$ cat config.mk
export PLATFORM = sky130hd
export DESIGN_NAME = mips_debug_unit_flat
export DESIGN_NICKNAME = d
export VERILOG_FILES = /design/src/rtl/mips_debug_unit_pkg.sv /design/src/rtl/mips_debug_unit_if.sv /design/src/rtl/mips_debug_unit_dbg_word_serializer.sv /design/src/rtl/mips_debug_unit.sv /design/src/flat_wrapper.sv
export SDC_FILE = /design/constraint.sdc
export NUM_CORES = 1
export LEC_CHECK = 0
export ABC_CLOCK_PERIOD_IN_PS = 2830
export CELL_PAD_IN_SITES_DETAIL_PLACEMENT = 1
export CELL_PAD_IN_SITES_GLOBAL_PLACEMENT = 2
export CORE_ASPECT_RATIO = 1.5
export CORE_MARGIN = 3
export CORE_UTILIZATION = 28
export CTS_CLUSTER_SIZE = 28
export DETAILED_ROUTE_END_ITERATION = 12
export PLACE_DENSITY_LB_ADDON = 0.25
export SETUP_SLACK_MARGIN = 0.5
export SYNTH_ARGS = -nofsm -noshare
export SYNTH_HDL_FRONTEND = slang
export SYNTH_HIERARCHICAL = 1
export SYNTH_SLANG_ARGS = --single-unit
$ cat constraint.sdc
create_clock -name clk -period 2.83 [get_ports clk]
set_input_delay 0.7075 -clock clk [delete_from_list [all_inputs] [get_ports clk]]
set_output_delay 0.7075 -clock clk [all_outputs]
set_load 0.02 [all_outputs]
$ cat src/rtl/mips_debug_unit_pkg.sv
// Shared command bytes, FSM encodings and sizing helpers for the MIPS
// debug/loader front-end.
package mips_debug_unit_pkg;

  localparam logic [7:0] CMD_LOAD  = 8'h4C;  // 'L'
  localparam logic [7:0] CMD_STEP  = 8'h53;  // 'S'
  localparam logic [7:0] CMD_RUN   = 8'h52;  // 'R'
  localparam logic [7:0] CMD_DUMP  = 8'h44;  // 'D'
  localparam logic [7:0] CMD_PAUSE = 8'h50;  // 'P'
  localparam logic [7:0] ACK_BYTE  = 8'h4B;  // 'K'

  typedef enum logic [3:0] {
    ST_IDLE,
    ST_LOAD_CNT,
    ST_LOAD_BYTE,
    ST_LOAD_WRITE,
    ST_ACK,
    ST_RUN,
    ST_STEP,
    ST_DUMP_ADDR,
    ST_DUMP_LATCH,
    ST_TX_BYTE,
    ST_TX_WAIT
  } state_t;

  // Which section of the dump stream is being sent.
  typedef enum logic [1:0] {
    PH_PC,
    PH_REG,
    PH_MEM
  } dump_phase_t;

  // clog2 that never returns 0, so single-entry counters still get a bit.
  function automatic int clog2c(input int n);
    return (n <= 1) ? 1 : $clog2(n);
  endfunction

endpackage

$ cat src/rtl/mips_debug_unit_if.sv
// Bundle of UART-side and CPU-side signals around the debug unit.
interface mips_debug_unit_if
  import mips_debug_unit_pkg::*;
#(
  parameter int NBITS      = 32,
  parameter int REGS       = 5,
  parameter int IMEM_DEPTH = 256,
  parameter int MEM_AW     = 7
);
  localparam int IMEM_AW = clog2c(IMEM_DEPTH);

  // Handshakes: rx_valid, tx_start, tx_done and imem_we are one-cycle strobes.
  // rx_data is only meaningful while rx_valid is high and there is no ready
  // (bytes arriving when the unit cannot take them are dropped); tx_start is
  // never raised again until tx_done has been seen for the previous byte.
  logic [7:0]         rx_data;
  logic               rx_valid;
  logic [7:0]         tx_data;
  logic               tx_start;
  logic               tx_done;
  logic               cpu_enable;
  logic               cpu_halt;
  logic [NBITS-1:0]   cpu_pc;
  logic [REGS-1:0]    reg_addr;
  logic [NBITS-1:0]   reg_data;
  logic [MEM_AW-1:0]  mem_addr;
  logic [NBITS-1:0]   mem_data;
  logic               imem_we;
  logic [IMEM_AW-1:0] imem_addr;
  logic [NBITS-1:0]   imem_wdata;
  logic               busy;
  state_t             dbg_state;

  modport master (
    input  rx_data, rx_valid, tx_done, cpu_halt, cpu_pc, reg_data, mem_data,
    output tx_data, tx_start, cpu_enable, reg_addr, mem_addr,
           imem_we, imem_addr, imem_wdata, busy, dbg_state
  );

  modport slave (
    output rx_data, rx_valid, tx_done, cpu_halt, cpu_pc, reg_data, mem_data,
    input  tx_data, tx_start, cpu_enable, reg_addr, mem_addr,
           imem_we, imem_addr, imem_wdata, busy, dbg_state
  );

endinterface

$ cat src/rtl/mips_debug_unit_dbg_word_serializer.sv
// Holds one dump word and presents it a byte at a time, MSB first; the
// owner advances it once per completed TX byte.
module dbg_word_serializer
  import mips_debug_unit_pkg::*;
#(
  parameter int NBITS = 32
) (
  input  logic             clk,
  input  logic             reset,
  input  logic             load,
  input  logic [NBITS-1:0] word,
  input  logic             advance,
  output logic [7:0]       tx_byte,
  output logic             last
);
  localparam int BYTES = NBITS / 8;
  localparam int BW    = clog2c(BYTES);

  logic [NBITS-1:0] shreg;
  logic [BW-1:0]    byte_idx;

  always_ff @(posedge clk) begin
    if (!reset) begin
      shreg    <= '0;
      byte_idx <= '0;
    end else if (load) begin
      shreg    <= word;
      byte_idx <= '0;
    end else if (advance && !last) begin
      shreg    <= shreg << 8;
      byte_idx <= byte_idx + 1'b1;
    end
  end

  assign tx_byte = shreg[NBITS-1 -: 8];
  assign last    = (byte_idx == BW'(BYTES - 1));

endmodule

$ cat src/rtl/mips_debug_unit.sv
// Debug/loader front-end: decodes UART command bytes, loads instruction
// memory, gates the CPU clock-enable and streams PC/regs/memory back out.
module mips_debug_unit
  import mips_debug_unit_pkg::*;
#(
  parameter int NBITS      = 32,
  parameter int CELDAS_REG = 32,
  parameter int CELDAS_M   = 70,
  parameter int REGS       = 5,
  parameter int IMEM_DEPTH = 256,
  parameter int MEM_AW     = 7
) (
  input logic              clk,
  input logic              reset,
  mips_debug_unit_if.master bus
);
  localparam int BYTES   = NBITS / 8;
  localparam int BW      = clog2c(BYTES);
  localparam int IMEM_AW = clog2c(IMEM_DEPTH);
  localparam int DMAX    = (CELDAS_REG > CELDAS_M) ? CELDAS_REG : CELDAS_M;
  localparam int DIDX_W  = clog2c(DMAX);

  state_t             state, state_next;
  logic [7:0]         word_cnt;
  logic [BW-1:0]      byte_cnt;
  logic [NBITS-1:0]   asm_word;
  logic [IMEM_AW-1:0] load_addr;
  dump_phase_t        phase;
  logic [DIDX_W-1:0]  didx;
  logic               ack_mode;

  logic               cpu_enable_c, tx_start_c, imem_we_c;
  logic               ser_load, ser_adv, ser_last;
  logic [7:0]         ser_byte;
  logic [NBITS-1:0]   ser_word;
  logic               dump_last_word;

  assign dump_last_word = (phase == PH_MEM) && (didx == DIDX_W'(CELDAS_M - 1));

  always_ff @(posedge clk) begin
    if (!reset) state <= ST_IDLE;
    else        state <= state_next;
  end

  always_comb begin
    state_next   = state;
    cpu_enable_c = 1'b0;
    tx_start_c   = 1'b0;
    imem_we_c    = 1'b0;
    ser_load     = 1'b0;
    ser_adv      = 1'b0;
    case (state)
      ST_IDLE: begin
        if (bus.rx_valid) begin
          case (bus.rx_data)
            CMD_LOAD: state_next = ST_LOAD_CNT;
            CMD_STEP: state_next = ST_STEP;
            CMD_RUN:  state_next = ST_RUN;
            CMD_DUMP: state_next = ST_DUMP_ADDR;
            default:  state_next = ST_IDLE;
          endcase
        end
      end
      ST_LOAD_CNT: begin
        if (bus.rx_valid)
          state_next = (bus.rx_data == 8'd0) ? ST_IDLE : ST_LOAD_BYTE;
      end
      ST_LOAD_BYTE: begin
        if (bus.rx_valid && byte_cnt == BW'(BYTES - 1))
          state_next = ST_LOAD_WRITE;
      end
      ST_LOAD_WRITE: begin
        imem_we_c  = 1'b1;
        state_next = (word_cnt == 8'd1) ? ST_ACK : ST_LOAD_BYTE;
      end
      ST_ACK: begin
        tx_start_c = 1'b1;
        state_next = ST_TX_WAIT;
      end
      ST_RUN: begin
        // Halt gates the enable combinationally so the halting cycle is
        // never itself enabled; it also takes priority over a pause byte.
        cpu_enable_c = !bus.cpu_halt;
        if (bus.cpu_halt || (bus.rx_valid && bus.rx_data == CMD_PAUSE))
          state_next = ST_DUMP_ADDR;
      end
      ST_STEP: begin
        cpu_enable_c = 1'b1;
        state_next   = ST_DUMP_ADDR;
      end
      ST_DUMP_ADDR:  state_next = ST_DUMP_LATCH;
      ST_DUMP_LATCH: begin
        ser_load   = 1'b1;
        state_next = ST_TX_BYTE;
      end
      ST_TX_BYTE: begin
        tx_start_c = 1'b1;
        state_next = ST_TX_WAIT;
      end
      ST_TX_WAIT: begin
        if (bus.tx_done) begin
          if (ack_mode) begin
            state_next = ST_IDLE;
          end else if (!ser_last) begin
            ser_adv    = 1'b1;
            state_next = ST_TX_BYTE;
          end else begin
            state_next = dump_last_word ? ST_IDLE : ST_DUMP_ADDR;
          end
        end
      end
      default: state_next = ST_IDLE;
    endcase
  end

  // Load/dump bookkeeping; everything clears on reset so a half-built word
  // or an abandoned dump leaves no trace.
  always_ff @(posedge clk) begin
    if (!reset) begin
      word_cnt  <= '0;
      byte_cnt  <= '0;
      asm_word  <= '0;
      load_addr <= '0;
      phase     <= PH_PC;
      didx      <= '0;
      ack_mode  <= 1'b0;
    end else begin
      case (state)
        ST_IDLE: begin
          ack_mode <= 1'b0;
          phase    <= PH_PC;
          didx     <= '0;
          if (bus.rx_valid && bus.rx_data == CMD_LOAD) load_addr <= '0;
        end
        ST_LOAD_CNT: begin
          if (bus.rx_valid) begin
            word_cnt <= bus.rx_data;
            byte_cnt <= '0;
          end
        end
        ST_LOAD_BYTE: begin
          if (bus.rx_valid) begin
            asm_word <= NBITS'({asm_word, bus.rx_data});
            byte_cnt <= (byte_cnt == BW'(BYTES - 1)) ? '0 : byte_cnt + 1'b1;
          end
        end
        ST_LOAD_WRITE: begin
          word_cnt  <= word_cnt - 8'd1;
          load_addr <= (load_addr == IMEM_AW'(IMEM_DEPTH - 1)) ? '0 : load_addr + 1'b1;
        end
        ST_ACK: ack_mode <= 1'b1;
        ST_TX_WAIT: begin
          if (bus.tx_done && !ack_mode && ser_last) begin
            case (phase)
              PH_PC: begin
                phase <= PH_REG;
                didx  <= '0;
              end
              PH_REG: begin
                if (didx == DIDX_W'(CELDAS_REG - 1)) begin
                  phase <= PH_MEM;
                  didx  <= '0;
                end else begin
                  didx <= didx + 1'b1;
                end
              end
              default: didx <= didx + 1'b1;
            endcase
          end
        end
        default: ;
      endcase
    end
  end

  always_comb begin
    ser_word = bus.mem_data;
    case (phase)
      PH_PC:   ser_word = bus.cpu_pc;
      PH_REG:  ser_word = bus.reg_data;
      default: ser_word = bus.mem_data;
    endcase
  end

  dbg_word_serializer #(.NBITS(NBITS)) u_ser (
    .clk     (clk),
    .reset   (reset),
    .load    (ser_load),
    .word    (ser_word),
    .advance (ser_adv),
    .tx_byte (ser_byte),
    .last    (ser_last)
  );

  assign bus.tx_data    = (state == ST_ACK || ack_mode) ? ACK_BYTE : ser_byte;
  assign bus.tx_start   = tx_start_c;
  assign bus.cpu_enable = cpu_enable_c;
  assign bus.reg_addr   = (phase == PH_REG) ? REGS'(didx) : '0;
  assign bus.mem_addr   = (phase == PH_MEM) ? MEM_AW'(didx) : '0;
  assign bus.imem_we    = imem_we_c;
  assign bus.imem_addr  = load_addr;
  assign bus.imem_wdata = asm_word;
  assign bus.busy       = (state != ST_IDLE);
  assign bus.dbg_state  = state;

endmodule

$ cat src/flat_wrapper.sv
// flat-port wrapper written by rule: the top's interface ports become plain ports
module mips_debug_unit_flat import mips_debug_unit_pkg::*;
#(
  parameter int NBITS      = 32,
  parameter int CELDAS_REG = 32,
  parameter int CELDAS_M   = 70,
  parameter int REGS       = 5,
  parameter int IMEM_DEPTH = 256,
  parameter int MEM_AW     = 7
)
  (clk, reset, bus_rx_data, bus_rx_valid, bus_tx_done, bus_cpu_halt, bus_cpu_pc, bus_reg_data, bus_mem_data, bus_tx_data, bus_tx_start, bus_cpu_enable, bus_reg_addr, bus_mem_addr, bus_imem_we, bus_imem_addr, bus_imem_wdata, bus_busy, bus_dbg_state);
  mips_debug_unit_if #(.NBITS(NBITS), .REGS(REGS), .IMEM_DEPTH(IMEM_DEPTH), .MEM_AW(MEM_AW)) bus_i ();
  input logic clk;
  input logic reset;
  input wire logic [$bits(bus_i.rx_data)-1:0] bus_rx_data;
  input wire logic [$bits(bus_i.rx_valid)-1:0] bus_rx_valid;
  input wire logic [$bits(bus_i.tx_done)-1:0] bus_tx_done;
  input wire logic [$bits(bus_i.cpu_halt)-1:0] bus_cpu_halt;
  input wire logic [$bits(bus_i.cpu_pc)-1:0] bus_cpu_pc;
  input wire logic [$bits(bus_i.reg_data)-1:0] bus_reg_data;
  input wire logic [$bits(bus_i.mem_data)-1:0] bus_mem_data;
  output wire logic [$bits(bus_i.tx_data)-1:0] bus_tx_data;
  output wire logic [$bits(bus_i.tx_start)-1:0] bus_tx_start;
  output wire logic [$bits(bus_i.cpu_enable)-1:0] bus_cpu_enable;
  output wire logic [$bits(bus_i.reg_addr)-1:0] bus_reg_addr;
  output wire logic [$bits(bus_i.mem_addr)-1:0] bus_mem_addr;
  output wire logic [$bits(bus_i.imem_we)-1:0] bus_imem_we;
  output wire logic [$bits(bus_i.imem_addr)-1:0] bus_imem_addr;
  output wire logic [$bits(bus_i.imem_wdata)-1:0] bus_imem_wdata;
  output wire logic [$bits(bus_i.busy)-1:0] bus_busy;
  output wire logic [$bits(bus_i.dbg_state)-1:0] bus_dbg_state;
  assign bus_i.rx_data = bus_rx_data;
  assign bus_i.rx_valid = bus_rx_valid;
  assign bus_i.tx_done = bus_tx_done;
  assign bus_i.cpu_halt = bus_cpu_halt;
  assign bus_i.cpu_pc = bus_cpu_pc;
  assign bus_i.reg_data = bus_reg_data;
  assign bus_i.mem_data = bus_mem_data;
  assign bus_tx_data = bus_i.tx_data;
  assign bus_tx_start = bus_i.tx_start;
  assign bus_cpu_enable = bus_i.cpu_enable;
  assign bus_reg_addr = bus_i.reg_addr;
  assign bus_mem_addr = bus_i.mem_addr;
  assign bus_imem_we = bus_i.imem_we;
  assign bus_imem_addr = bus_i.imem_addr;
  assign bus_imem_wdata = bus_i.imem_wdata;
  assign bus_busy = bus_i.busy;
  assign bus_dbg_state = bus_i.dbg_state;
  mips_debug_unit #(.NBITS(NBITS), .CELDAS_REG(CELDAS_REG), .CELDAS_M(CELDAS_M), .REGS(REGS), .IMEM_DEPTH(IMEM_DEPTH), .MEM_AW(MEM_AW)) u_core (.clk(clk), .reset(reset), .bus(bus_i));
endmodule
# Yosys cells after proc, flatten, opt, wreduce, memory -nomap -nowiden
# Index checks and enable logic that the tools add are counted.
op_classes:
  add_sub_neg: 5
  n_eq_ne: 33
  n_mux: 44
  n_bitwise: 1
  n_reduce_logical: 31
op_table:
  columns: ["operator", "n"]
  rows:
  - ["$mux W32", 2]
  - ["$pmux W32 S2", 1]
  - ["$eq A8 B7 Y1 const B", 5]
  - ["$pmux W4 S10", 1]
  - ["$mux W8", 4]
  - ["$pmux W8 S2", 2]
  - ["$mux W4", 7]
  - ["$pmux W7 S2", 2]
  - ["$mux W7", 3]
  - ["$eq A4 B3 Y1 const B", 4]
  - ["$eq A4 B4 Y1 const B", 3]
  - ["$mux W2", 6]
  - ["$pmux W2 S2", 3]
  - ["$pmux W3 S4", 1]
  - ["$reduce_bool A2 Y1", 6]
  - ["$add A8 B1 Y8 const B", 1]
  - ["$eq A4 B2 Y1 const B", 2]
  - ["$eq A8 B1 Y1 const B", 1]
  - ["$eq A8 B8 Y1 const B", 1]
  - ["$logic_not A8 Y1", 1]
  - ["$ne A2 B1 Y1 const B", 4]
  - ["$ne A2 B2 Y1 const B", 4]
  - ["$reduce_and A2 Y1", 4]
  - ["$sub A8 B1 Y8 const B", 1]
  - ["24 further kinds", 45]
totals:
  regBits: 98
  input_bits: 109
  output_inout_bits: 68
  wordCells: 124

# Depth between registers and ports, before layout
depth:
  ltp_word: 8
  ltp_mapped: 9
  depth_no_buf: 7

# Hierarchy
# Netlist, hierarchy kept.
modules_own_cells:
  columns: ["mod", "instances", "cells_each", "area_each_um2", "seq_area_each_um2"]
  rows:
  - ["mips_debug_unit", 1, 539, 4052.6, 1281.2]
  - ["dbg_word_serializer", 1, 189, 1516.5, 680.7]

# Least setup slack after synthesis
# No wires, ideal clock.
synth_path:
  path_type: "register -> output"
  startpoint: "reg u_core.state[2] (netlist: u_core/bus.dbg_state[2])"
  endpoint: "out bus_tx_data[2]"
  arrival_time_ns: 1.639
  t_required_ns: 2.122
  slack_ns: 0.484
  stages_incl_launch_ff: 7
  path_buffers: 2
  cell_sequence: "dfxtp_1 buf_2 buf_1 nand2_1 nor3_1 nor2_1 and2_1"
synth_via:
  elab_chain_len: 3
synth_rtl:
  columns: ["element", "line_no", "source"]
  rows:
  - ["start, declared", "mips_debug_unit.sv:23", "state_t state, state_next;"]
  - ["start signal, assigned", "mips_debug_unit.sv:42", "else state <= state_next;"]
  - ["$eq A4 B3 Y1", "mips_debug_unit.sv:195", "assign bus.tx_data = (state == ST_ACK || ack_mode) ? ACK_BYTE : ser_byte;"]
  - ["$logic_or A1 B1 Y1", "mips_debug_unit.sv:195", null]
  - ["$mux W8", "mips_debug_unit.sv:195", null]
  - ["end, declared", "flat_wrapper.sv:22", "output wire logic [$bits(bus_i.tx_data)-1:0] bus_tx_data;"]
# No other way between the ends.

# Worst setup path in the final report
layout_path:
  startpoint: "reg u_core.state[3] (netlist: u_core/bus.dbg_state[3])"
  endpoint: "out bus_imem_we"
layout_via:
  elab_chain_len: 2
layout_rtl:
  columns: ["element", "line_no", "source"]
  rows:
  - ["$eq A4 B2 Y1", "mips_debug_unit.sv:52", "case (state)"]
  - ["$mux W1", "mips_debug_unit.sv:52", null]
  - ["end, declared", "flat_wrapper.sv:27", "output wire logic [$bits(bus_i.imem_we)-1:0] bus_imem_we;"]
# No other way between the ends.

==> results.json <==
{
  "status": "finished clean",
  "worst_setup_path_end_kind": "output port",
  "cell_internal_pwr_mw": 2.33,
  "post_synth.cell_area_avg_um2": 7.65,
  "grt_pass1_wl_um": 30400,
  "final_cell_mix": "178 x sky130_fd_sc_hd__nand2_1, 147 x sky130_fd_sc_hd__clkdlybuf4s50_1, 92 x sky130_fd_sc_hd__dfxtp_1",
  "drv_cap": 0,
  "maxSlewViolCount": 0,
  "setup_violations": 0,
  "cts-root-to-sink-buffers": 2,
  "vias_per_cell": 4.95,
  "total_wirelength_of_the_detailed_routed_design_um": 19200,
  "post-route-period-util_pct": 80.6,
  "timing.slew.headroom_pct": 57.0,
  "power.density_mw_per_mm2": 379,
  "ant_diodes": 0,
  "setup_skew_ps": 6.20,
  "start_util_pct": 28.8,
  "final_setup_tns_ps": 0,
  "synth.yosys.warnings": 6,
  "critical_path_arrival_ps": 1570,
  "worstPathMaxFanout": 9,
  "clock_sink_count": 98,
  "syn_to_final_growth_pct": 41.2,
  "critical_path_class": "register to output port",
  "hpwlAfterDp_um": 14600,
  "ys_ff_latch": 98,
  "layout_commonest_cell": "sky130_fd_sc_hd__nand2_1",
  "drtPass1Iterations": 4,
  "worst-slew-pin-transition_ps": 640,
  "regArea_mm2": 0.00197,
  "clock_tree_from_tritoncts": "built",
  "total_clock_buffers_created_by_cts": 9,
  "r2r.worst_path.cells": 6,
  "post-route-drc-count": 0,
  "synth_async_sr_flop_share_pct": 0,
  "clk_pwr_share_pct": 43.8,
  "syn_nets": 844,
  "synth.yosys.seq_area_share_pct": 35.2,
  "hold_class": "register to register",
  "sw_frac_of_total_pct": 21.7,
  "globalRouteTotalUtil_pct": 17.4,
  "worst_setup_path_startpoint": "u_core/bus.dbg_state[3]$_SDFFE_PN0P_",
  "switching_power_uw": 648,
  "worst_path_required_ps": 2120,
  "r2r-end": "u_core/bus.imem_addr[4]$_SDFFE_PN0P_",
  "multi_input_comb_area_mm2": 0.00329,
  "core-area_mm2": 0.0193,
  "synth_enable_flop_cells": 0,
  "route.antenna.remaining_nets": 0,
  "irDropWorstVdd_mv": 0.268,
  "worst_skew_pair.late_latency_ps": 340,
  "r2r-start": "u_core/bus.dbg_state[3]$_SDFFE_PN0P_",
  "io_buffer_count": 176,
  "h_tree_levels": 3,
  "antenna_found_initial": 0,
  "setup_repair_after_global_routing_missed_its_margin": "yes",
  "maximum_number_of_pins_on_one_net_before_global_route_repair": 65,
  "fin_crit_ps": 2280,
  "std_cell_rows": 62,
  "io_pins": 177,
  "finalCoreUtilization_pct": 40.7,
  "combinationalPowerShare_pct": 9.8,
  "die_area_mm2": 0.0217,
  "final_design_area_no_fill_mm2": 0.00786,
  "clk_root_buffer_cell": "sky130_fd_sc_hd__clkbuf_16",
  "gpl.final_weighted_congestion": 0.847,
  "num-nets-final": 995,
  "die_height_um": 179,
  "share_seq_of_total_power_pct": 46.4,
  "max_freq_mhz": 438,
  "clk_pin_slew_ps": 70,
  "place_area_mm2": 0.00747,
  "yosys.cell_types.count": 62,
  "drive_above_1_share_pct": 9.51,
  "total_power_mw": 2.98,
  "synth_cells": 728,
  "timing_hold_violations_final": 0,
  "detailroute.via_count": 5633,
  "synth_area_mm2": 0.00557,
  "crit_path_capture": "bus_imem_we",
  "post_cts_hold_buffer_count": 0,
  "timing.reg2reg.setup_slack_ps": 820,
  "dieWidth_um": 121,
  "timing.critical_path.from_type": "register",
  "static-leakage-power_nw": 2.72,
  "synth_flop_cell": "sky130_fd_sc_hd__dfxtp_1",
  "drt-wirelength-per-cell_um": 16.8,
  "grt_overflow": 0,
  "hold_path_startpoint": "u_core/bus.imem_wdata[29]$_SDFFE_PN0P_",
  "fillerInstances": 2345,
  "grt_pass1_vias": 5933,
  "detail_route.iter0.violations": 201
}
==> per-layer routing <==
metal | vias to the layer above | track usage [%] | wire [µm] | share of wire, %
li1 | 2831 | - | - | -
met1 | 2678 | 19.5 | 7680 | 40
met2 | 112 | 34.1 | 10500 | 55
met3 | 12 | 2.90 | 732 | 3.8
met4 | 0 | 3.79 | 188 | 0.98
met5 | - | 0 | 0 | 0
==> through the flow <==
step,cells,setup WS [ps],hold WS [ps]
after floorplan,728,548,437
after global placement,1122,131,445
after detailed placement,1122,73.6,465
after CTS,1139,434,474
after global routing,1139,481,488
final,1139,549,467
==> how the worst min path moves through the flow <==
| stage | to | slack [ps] | depth (start not counted) |
|---|---|---|---|
| 4_1_cts | u_core/bus.imem_wdata[29]$_SDFFE_PN0P_ | 470 | 2 |
| 5_1_grt | u_core/bus.imem_wdata[27]$_SDFFE_PN0P_ | 490 | 2 |
| 3_5_place_dp | u_core/bus.imem_wdata[29]$_SDFFE_PN0P_ | 460 | 2 |
| 3_3_place_gp | u_core/u_ser/byte_idx[1]$_SDFFE_PP0P_ | 450 | 2 |
| 2_1_floorplan | u_core/u_ser/byte_idx[1]$_SDFFE_PP0P_ | 440 | 2 |
| 6_report | u_core/bus.imem_wdata[29]$_SDFFE_PN0P_ | 470 | 2 |
==> synth_stat cells, types with 2 or more instances <==
master | instances | share of area, %
sky130_fd_sc_hd__a21boi_0 | 34 | 4.6
sky130_fd_sc_hd__a21boi_1 | 15 | 2.0
sky130_fd_sc_hd__a21oi_1 | 13 | 1.2
sky130_fd_sc_hd__a22oi_1 | 2 | 0.27
sky130_fd_sc_hd__a31o_2 | 3 | 0.47
sky130_fd_sc_hd__a31oi_1 | 33 | 3.7
sky130_fd_sc_hd__a32o_1 | 2 | 0.36
sky130_fd_sc_hd__and2_1 | 20 | 2.2
sky130_fd_sc_hd__and2b_1 | 3 | 0.40
sky130_fd_sc_hd__and3_1 | 6 | 0.67
sky130_fd_sc_hd__buf_1 | 2 | 0.13
sky130_fd_sc_hd__buf_2 | 12 | 1.1
sky130_fd_sc_hd__buf_4 | 13 | 1.8
sky130_fd_sc_hd__buf_6 | 5 | 1.0
sky130_fd_sc_hd__buf_8 | 2 | 0.54
sky130_fd_sc_hd__clkbuf_1 | 26 | 1.8
sky130_fd_sc_hd__dfxtp_1 | 98 | 35
sky130_fd_sc_hd__ha_1 | 7 | 1.6
sky130_fd_sc_hd__inv_1 | 9 | 0.61
sky130_fd_sc_hd__mux2i_1 | 33 | 5.9
sky130_fd_sc_hd__nand2_1 | 179 | 12
sky130_fd_sc_hd__nand2b_1 | 7 | 0.79
sky130_fd_sc_hd__nand3_1 | 20 | 1.8
sky130_fd_sc_hd__nand4_1 | 7 | 0.79
sky130_fd_sc_hd__nand4b_1 | 3 | 0.47
sky130_fd_sc_hd__nor2_1 | 30 | 2.0
sky130_fd_sc_hd__nor2b_1 | 9 | 1.0
sky130_fd_sc_hd__nor3_1 | 9 | 0.81
sky130_fd_sc_hd__nor3b_1 | 2 | 0.27
sky130_fd_sc_hd__nor4_1 | 4 | 0.45
sky130_fd_sc_hd__nor4b_1 | 3 | 0.47
sky130_fd_sc_hd__o21ai_0 | 65 | 5.8
sky130_fd_sc_hd__o21ai_1 | 6 | 0.54
sky130_fd_sc_hd__o311a_1 | 2 | 0.36
sky130_fd_sc_hd__o311ai_0 | 3 | 0.47
sky130_fd_sc_hd__o31a_1 | 3 | 0.47
sky130_fd_sc_hd__o31ai_1 | 3 | 0.40
sky130_fd_sc_hd__or3_1 | 6 | 0.67
sky130_fd_sc_hd__xor2_1 | 6 | 0.94
==> area by class of cell <==
| type | count | area share, % |
|---|---|---|
| Clock buffer | 10 | 2.91 |
| Clock inverter | 5 | 1.00 |
| Inverter | 11 | 0.557 |
| Multi-Input combinational cell | 558 | 41.8 |
| Sequential cell | 98 | 25.1 |
| Tap cell | 256 | 4.07 |
| Timing Repair Buffer | 201 | 24.6 |
==> flip-flops by register name, summed over array words and instances, names as in the netlist <==
register               cells
u_core/bus.dbg_state       4
u_core/bus.imem_wdata     32
u_core/u_ser/shreg        32
u_core/byte_cnt            2
u_core/phase               2
u_core/ack_mode            1
u_core/bus.imem_addr       8
u_core/u_ser/byte_idx      2
u_core/word_cnt            8
u_core/didx                7
==> critical path, stage by stage (launching register included) <==
cell	delay (ps)
sky130_fd_sc_hd__dfxtp_2	340
sky130_fd_sc_hd__buf_4	180
sky130_fd_sc_hd__and2b_2	280
sky130_fd_sc_hd__nand2_4	140
sky130_fd_sc_hd__inv_2	50
sky130_fd_sc_hd__clkdlybuf4s15_2	240
==> kinds of logic (layout without fill, tap and decap cells) <==
| family | count (synthesis) | in the layout | synth area share (%) |
|---|---|---|---|
| AOI/OAI and AO/OA | 194 | 194 | 22.2 |
| xor gates and xnor gates | 7 | 7 | 1.10 |
| adders and majority gates | 7 | 7 | 1.57 |
| buffers and inverters | 72 | 227 | 7.14 |
| DFF | 98 | 98 | 35.2 |
| muxes | 34 | 34 | 6.13 |
| and+or+nand+nor | 316 | 316 | 26.6 |
==> power groups by stage <==
stage	logic, mW	registers (mW)	clock network, mW
3_3_place_gp	0.286	1.42	0
2_1_floorplan	0.0888	1.42	0
3_5_place_dp	0.292	1.42	0
4_1_cts	0.294	1.38	1.35
5_1_grt	0.317	1.38	1.41
6_report	0.293	1.38	1.31
==> repair_timing <==
action                                  CTS  global route
pin swaps                                 3             1
buffers inserted                          2             0
endpoints found under the setup margin   29            17
resized for setup                        73            23
gates cloned                              0             0
(Power assumes the default switching activity.)
